## config.mk

```make
export PLATFORM = sky130hd
export DESIGN_NAME = fetch_unit
export DESIGN_NICKNAME = d
export VERILOG_FILES = /design/src/rtl/fetch_unit.sv
export SDC_FILE = /design/constraint.sdc
export NUM_CORES = 1
export LEC_CHECK = 0
export ABC_AREA = 1
export CELL_PAD_IN_SITES_DETAIL_PLACEMENT = 0
export CELL_PAD_IN_SITES_GLOBAL_PLACEMENT = 1
export CORE_ASPECT_RATIO = 0.5
export CORE_UTILIZATION = 42
export DETAILED_ROUTE_END_ITERATION = 7
export HOLD_SLACK_MARGIN = 0.1
export PLACE_DENSITY_LB_ADDON = 0.1
export REMOVE_ABC_BUFFERS = 1
export SYNTH_ARGS = -nofsm -noshare
export SYNTH_HDL_FRONTEND = slang
export SYNTH_SLANG_ARGS = --single-unit
```

## constraint.sdc

```tcl
create_clock -name CLK -period 11.6 [get_ports CLK]
set_clock_uncertainty 0.05 [all_clocks]
set_input_delay 3.48 -clock CLK [delete_from_list [all_inputs] [get_ports CLK]]
set_output_delay 3.48 -clock CLK [all_outputs]
set_load 0.05 [all_outputs]
```

## src/rtl/fetch_unit.sv

```systemverilog
// fetch_unit -- instruction-fetch requester with a small tagged output buffer.
//
// Drives a word address into a memory with a registered read port, tags each returned word with its
// PC, buffers it in a FIFO and hands it to decode over valid/ready. A redirect loads a new PC and
// flushes everything already fetched or in flight.
//
// Ports
//   CLK             in   1   clock, all state on rising edge
//   RST             in   1   synchronous active-high reset
//   imem_addr       out  32  byte address to instruction memory (the fetch PC register)
//   imem_data       in   32  memory read data, valid the cycle after imem_addr was presented
//   redirect_valid  in   1   load redirect_pc this cycle and flush all fetched/in-flight words
//   redirect_pc     in   32  redirect target, bits [1:0] ignored
//   if_valid        out  1   buffer head holds a valid instruction
//   if_pc           out  32  PC of head instruction (0 while empty)
//   if_instr        out  32  head instruction word (0 while empty)
//   id_ready        in   1   decode accepts the head when if_valid & id_ready
module fetch_unit #(
  parameter logic [31:0] RESET_PC   = 32'h0000_0000,
  parameter int          FIFO_DEPTH = 2
) (
  input  logic        CLK,
  input  logic        RST,
  output logic [31:0] imem_addr,
  input  logic [31:0] imem_data,
  input  logic        redirect_valid,
  input  logic [31:0] redirect_pc,
  output logic        if_valid,
  output logic [31:0] if_pc,
  output logic [31:0] if_instr,
  input  logic        id_ready
);

  localparam int PTR_W = (FIFO_DEPTH > 1) ? $clog2(FIFO_DEPTH) : 1;
  localparam int CNT_W = $clog2(FIFO_DEPTH + 1);
  localparam int OCC_W = CNT_W + 1;

  typedef struct packed {
    logic [31:0] pc;
    logic [31:0] instr;
  } fetch_word_t;

  // Fetch side
  logic [31:0] fetch_pc_q, fetch_pc_d;
  logic        inflight_q, inflight_d;
  logic [31:0] resp_pc_q,  resp_pc_d;

  // Output buffer
  fetch_word_t             ent_q [FIFO_DEPTH];
  logic [PTR_W-1:0]        rd_ptr_q, rd_ptr_d;
  logic [PTR_W-1:0]        wr_ptr_q, wr_ptr_d;
  logic [CNT_W-1:0]        count_q,  count_d;

  logic             pop, push, issue;
  logic [OCC_W-1:0] occ;

  function automatic logic [PTR_W-1:0] ptr_inc(input logic [PTR_W-1:0] p);
    return (p == PTR_W'(FIFO_DEPTH - 1)) ? '0 : p + PTR_W'(1);
  endfunction

  assign if_valid  = (count_q != '0);
  assign if_pc     = if_valid ? ent_q[rd_ptr_q].pc    : 32'h0;
  assign if_instr  = if_valid ? ent_q[rd_ptr_q].instr : 32'h0;
  assign imem_addr = fetch_pc_q;

  assign pop  = if_valid & id_ready;
  // A response is only kept when no redirect flushes it this cycle.
  assign push = inflight_q & ~redirect_valid;

  // Credit check: words buffered plus the one possibly in flight, minus the one leaving now, must
  // leave room for another read. pop implies count >= 1, so this never underflows.
  assign occ   = OCC_W'(count_q) + OCC_W'(inflight_q) - OCC_W'(pop);
  assign issue = ~RST & ~redirect_valid & (occ < OCC_W'(FIFO_DEPTH));

  always_comb begin
    fetch_pc_d = fetch_pc_q;
    inflight_d = issue;
    resp_pc_d  = resp_pc_q;
    rd_ptr_d   = rd_ptr_q;
    wr_ptr_d   = wr_ptr_q;
    count_d    = count_q;

    if (issue) begin
      resp_pc_d  = fetch_pc_q;
      fetch_pc_d = fetch_pc_q + 32'd4;
    end

    if (redirect_valid) begin
      // The head popped this cycle is already taken by decode; everything else is dropped.
      fetch_pc_d = redirect_pc & ~32'h3;
      rd_ptr_d   = '0;
      wr_ptr_d   = '0;
      count_d    = '0;
    end else begin
      if (push) wr_ptr_d = ptr_inc(wr_ptr_q);
      if (pop)  rd_ptr_d = ptr_inc(rd_ptr_q);
      count_d = count_q + CNT_W'(push) - CNT_W'(pop);
    end
  end

  always_ff @(posedge CLK) begin
    if (RST) begin
      fetch_pc_q <= RESET_PC;
      inflight_q <= 1'b0;
      resp_pc_q  <= 32'h0;
      rd_ptr_q   <= '0;
      wr_ptr_q   <= '0;
      count_q    <= '0;
    end else begin
      fetch_pc_q <= fetch_pc_d;
      inflight_q <= inflight_d;
      resp_pc_q  <= resp_pc_d;
      rd_ptr_q   <= rd_ptr_d;
      wr_ptr_q   <= wr_ptr_d;
      count_q    <= count_d;
    end
  end

  // Buffer storage carries no reset; count_q alone decides what is valid.
  always_ff @(posedge CLK) begin
    if (!RST && push) ent_q[wr_ptr_q] <= '{pc: resp_pc_q, instr: imem_data};
  end

endmodule

```

==> flow_summary.ini, run 1 <==
[grt]
overflow = 0
grt_pass1_wl_um = 31600
grt_max_degree = 64
antenna_found_initial = 1
first_global_vias = 5892
grt_usage = 0.211

[route]
drc = 0
dr.first_iter.drc_count = 455
drtAntennaViolNets = 0
wl_um = 20700
drt_first_pass_iters = 5
vias = 6334
vias_per_cell = 4.88
wl_per_cell_um = 15.9

[timing]
whs_ns = 0.398
fin_crit_sh = 0.542
rsz0062_at_grt = no
finalSetupViolations = 0
slew_headroom = 0.244
final-hold-violation-count = 0
period_minus_slack_ns = 6.29
slew_violations = 0
finalSetupTns_ns = 0
fmax_ghz = 0.159
worst_pin_slew_ns = 1.13

[critical_path]
crit_required_ns = 8.07
critPathMaxFanout = 62
startpoint_type = register
path_class = register to primary output
crit_end = if_pc[19]
crit_arrival_ns = 2.76
end_kind = primary output
reg2reg_from = count_q[1]
rrSetupSlack_ns = 7.63
r2r_end = imem_addr[5]
reg2reg_depth = 19

[layout]
fill_cells = 1697
final_common_cell = nand2_1
design_area_mm2 = 0.0105
antenna_cells = 0
layout_common_cells = 269 x nand2_1, 158 x clkdlybuf4s50_1, 124 x edfxtp_1
final_core_util = 0.562
drive_above_1_share = 0.0568
final_nets = 1097
area_delta_synth_final_pct = 28.8

[power_and_ir_drop]
p_total_mw = 1.52
p_leak_nw = 3.91
ir_drop_mv = 0.0928
power_density_mw_per_mm2 = 145

[clocking]
cts_setup_buffers = 0
cts_root_buf = clkbuf_16
cts_sinks = 190
cts_hold_buffers = 0
clkLatencyLatePin_ns = 0.43
ctsResizeCount = 0
numCtsBuffers = 17
clk_pin_slew_ns = 0.07
ctsLongestPathBuffers = 2
cts-htree-levels = 4
cts_tree = yes

[floorplanning]
core_area_mm2 = 0.0187
fp.dieH_um = 101
start_util = 0.436
die_w_um = 199
row_count = 35
io_pins = 165
dieArea_mm2 = 0.0201

[place]
dpl.hpwl_um = 13500
globalplace.congestion = 0.835
placed_area_mm2 = 0.00993
port_buffers = 158

[run]
cap_violations = 0

[logic_synthesis]
ys_types = 35
syn-cell-area_mm2 = 0.00817
ys_warn_count = 0
ys_seq_area_frac = 0.617
synthCells = 883
synth.avg_cell_area_um2 = 9.26
synth-seq-cells = 190

[run_status]
status = complete, no violations

[hold_path]
hold_path_class = register to register
-- critical path, cell delays in order (launching register included) --
cell	delay, ns
dfxtp_2	0.32
inv_2	0.80
nand2_1	0.14
a21oi_1	0.18
clkdlybuf4s50_1	0.84
-- area by class of cell --
class	instances	area, µm²	area share
flip-flops and latches	190	5050	0.479
repair buffers	166	1640	0.156
inverters	69	264	0.0251
clock buffers	24	504	0.0479
clock inverters	8	93.8	0.00891
multi-input cells	582	2650	0.252
well taps	259	324	0.0308
-- state kept, by name, summed over array words and instances, names as in the netlist, named ones only --
name and flops:
count_q 2, ent_q 124, imem_addr 30, inflight_q 1
rd_ptr_q 1, resp_pc_q 30, wr_ptr_q 1
-- stage by stage --
| stage | setup slack, ns | instances |
|---|---|---|
| global placement | 4.96 | 1266 |
| detailed placement | 4.92 | 1266 |
| finish | 5.31 | 1298 |
| floorplan | 3.01 | 841 |
| global route | 5.10 | 1298 |
| CTS | 5.22 | 1298 |
-- synthesized netlist by cell type, drive strengths merged --
master / instances / share of area
nand2: 271 / 0.13
edfxtp: 124 / 0.46
nor2: 92 / 0.050
a21oi: 90 / 0.055
inv: 69 / 0.032
dfxtp: 66 / 0.16
nand3: 48 / 0.029
clkbuf: 26 / 0.012
o21ai: 25 / 0.015
buf: 19 / 0.017
nor3: 14 / 0.0086
nand4: 8 / 0.0061
nand3b: 6 / 0.0055
xor2: 5 / 0.0054
a211oi: 3 / 0.0028
a21boi: 3 / 0.0028
a31oi: 3 / 0.0023
a22oi: 2 / 0.0018
ha: 2 / 0.0031
o211ai: 2 / 0.0018
xnor2: 2 / 0.0021
conb: 1 / 0.00046
fa: 1 / 0.0024
or2: 1 / 0.00077
-- worst min-delay path by stage --
stage                  startpoint  cells after the start           end
CTS                 resp_pc_q[20]                      0  ent_q[1][52]
floorplan            resp_pc_q[5]                      0  ent_q[0][37]
global route        resp_pc_q[17]                      0  ent_q[0][49]
global placement    resp_pc_q[11]                      0  ent_q[0][43]
finish              resp_pc_q[20]                      0  ent_q[1][52]
detailed placement  resp_pc_q[21]                      0  ent_q[0][53]
-- kinds of logic after synthesis --
group,after synthesis,synth area share
buf+inv,114,0.0618
xor+xnor,7,0.00750
compound gates,128,0.0819
fa+ha+maj,3,0.00551
flops,190,0.617
simple gates,440,0.226
other cells,1,0.000459
-- where the power goes --
part	leakage (nW)	internal, mW	switching [mW]
sequential	1.66	0.741	0.0204
clock	0.292	0.333	0.257
combinational	1.96	0.0610	0.109
-- routing by layer --
metal / global-route usage / wire length [µm] / share of wire
met1: 0.304 / 10300 / 0.50
met3: 0.0562 / 1390 / 0.067
met2: 0.318 / 8900 / 0.43
met5: 0 / 13 / 0.00063
met4: 0.0414 / 113 / 0.0055
No activity file was read; power rests on OpenSTA's default activity.
==> run 2, diff against run 1 <==
- CORE_UTILIZATION: 42 -> 39
- clock period: 11.6 -> 6.3 ns (I/O delays scaled with it)
==> run 2 against run 1 <==
The run now ends with DRC left. Register-to-register slack got worse by 4.7 ns. Critical path depth up 1. Cell count grew 1.4%. Sequential power increased by 84%. Flip-flop and latch count did not move. Global-route usage down 0.97 points. Wire length increased by 2.6%. Utilization fell by 4.8 points. Worst hold slack better by 0.0089 ns. Critical endpoint is now if_instr[26]. Highest routed layer is now met4.
==> flow_summary.ini, run 2 (same netlist as run 1, synthesis figures left out) <==
[clocking]
cts_root_buf = clkbuf_16
ctsResizeCount = 0
clkLatencyLatePin_ns = 0.43
cts_setup_buffers = 0
cts_hold_buffers = 0
clk_pin_slew_ns = 0.07
cts_tree = yes
cts_sinks = 190
numCtsBuffers = 17
ctsLongestPathBuffers = 2
cts-htree-levels = 4

[run]
cap_violations = 0

[timing]
slew_headroom = 0.500
final-hold-violation-count = 0
rsz0062_at_grt = no
worst_pin_slew_ns = 0.748
period_minus_slack_ns = 4.77
fin_crit_sh = 0.758
slew_violations = 0
fmax_ghz = 0.210
finalSetupViolations = 0
finalSetupTns_ns = 0

[route]
drtAntennaViolNets = 0
wl_um = 21200
dr.first_iter.drc_count = 403
drc = 12
wl_per_cell_um = 16.1
vias_per_cell = 4.80
drt_first_pass_iters = 7
vias = 6314

[floorplanning]
row_count = 37
io_pins = 165
start_util = 0.398
fp.dieH_um = 104
die_w_um = 207
dieArea_mm2 = 0.0216
core_area_mm2 = 0.0206

[layout]
instances_no_fill = 1316
area_delta_synth_final_pct = 29.2
largest_reg_flops = 124
fill_cells = 1927
layout_common_cells = 269 x nand2_1, 158 x clkdlybuf4s50_1, 124 x edfxtp_1
antenna_cells = 0
final_nets = 1101
final_common_cell = nand2_1
design_area_mm2 = 0.0106
top_register = ent_q
drive_above_1_share = 0.0633

[power_and_ir_drop]
seqPwrFrac = 0.505
power_density_mw_per_mm2 = 263
clockPowerShare = 0.382
netSwitchingFraction = 0.268
p_leak_nw = 3.93
power.internal_mw = 2.04
comb_power_share = 0.113
ir_drop_mv = 0.181
switchingPower_mw = 0.745

[run_status]
violations = DRC
status = finished, violations left

[grt]
grt_pass1_wl_um = 32700
first_global_vias = 5816
grt_usage = 0.201
antenna_found_initial = 0
grt_max_degree = 63
overflow = 0

[place]
dpl.hpwl_um = 14000
placed_area_mm2 = 0.00999
port_buffers = 158
globalplace.congestion = 0.810
dpl.cell_count = 1284

[critical_path]
r2r_end = imem_addr[28]
crit_path_cell_trace = inv_2 -> buf_4 -> nand2_1 -> a21oi_1 -> clkdlybuf4s50_1
crit_required_ns = 4.36
reg2reg_depth = 17
crit_arrival_ns = 2.83
path_class = register to primary output
critPathBufInv = 3
crit_family = buffers and inverters
slowest_delay_ns = 0.84
rrSetupSlack_ns = 2.96
startpoint_type = register
worst_path_max_delay_cell = clkdlybuf4s50_1
reg2reg_from = count_q[1]
end_kind = primary output
critPathMaxFanout = 39

[hold_path]
hold_path_class = register to register
hold_path_end = ent_q[1][52]
min_from = resp_pc_q[20]
hold_depth = 0
==> run 2: cell types whose count changed in the layout (fill, tap and decap cells not counted), moves of 2 or more <==
| cell | before | now |
|---|---|---|
| buf_4 | 8 | 11 |
| clkbuf_16 | 19 | 17 |
| clkbuf_1 | 4 | 0 |
| clkinv_2 | 0 | 2 |
| inv_8 | 1 | 4 |
==> run 2: worst max path at each step <==
stage                    to  slack (ns)  cells past startpoint
3_3_place_gp   imem_addr[2]        1.62                     15
6_report       if_instr[26]        1.53                      5
4_1_cts        if_instr[26]        1.50                      5
5_1_grt        if_instr[26]        1.37                      5
3_5_place_dp   imem_addr[2]        1.62                     15
2_1_floorplan   ent_q[1][0]       -0.70                      3
==> run 2: final cells by class <==
class | instances | area [µm²] | share of cell area
Tap cell | 273 | 342 | 0.0323
Timing Repair Buffer | 170 | 1680 | 0.159
Multi-Input combinational cell | 582 | 2650 | 0.251
Clock inverter | 15 | 149 | 0.0141
Clock buffer | 17 | 425 | 0.0403
Inverter | 69 | 264 | 0.0250
Sequential cell | 190 | 5050 | 0.478
==> run 2: per-layer routing <==
| metal | share of wire | routed length, µm | track usage |
|---|---|---|---|
| met2 | 0.41 | 8700 | 0.266 |
| met3 | 0.052 | 1100 | 0.0332 |
| met5 | 0 | 0 | 0 |
| met1 | 0.53 | 11200 | 0.329 |
| met4 | 0.010 | 216 | 0.0527 |
==> run 2: power groups by stage <==
stage               clock (mW)  sequential, mW  combinational [mW]
floorplan                    0            1.46               0.138
global placement             0            1.43               0.310
detailed placement           0            1.43               0.314
CTS                       1.08            1.40               0.315
global route              1.14            1.41               0.339
finish                    1.06            1.40               0.314
==> run 2: stage by stage <==
step | power [mW] | util | hold WS [ns] | worst slack (ns)
finish | 2.78 | 0.514 | 0.407 | 1.53
global route | 2.89 | 0.514 | 0.423 | 1.37
CTS | 2.80 | 0.514 | 0.407 | 1.50
detailed placement | 1.75 | 0.486 | 0.394 | 1.62
global placement | 1.74 | 0.486 | 0.384 | 1.62
floorplan | 1.60 | - | 0.370 | -0.697
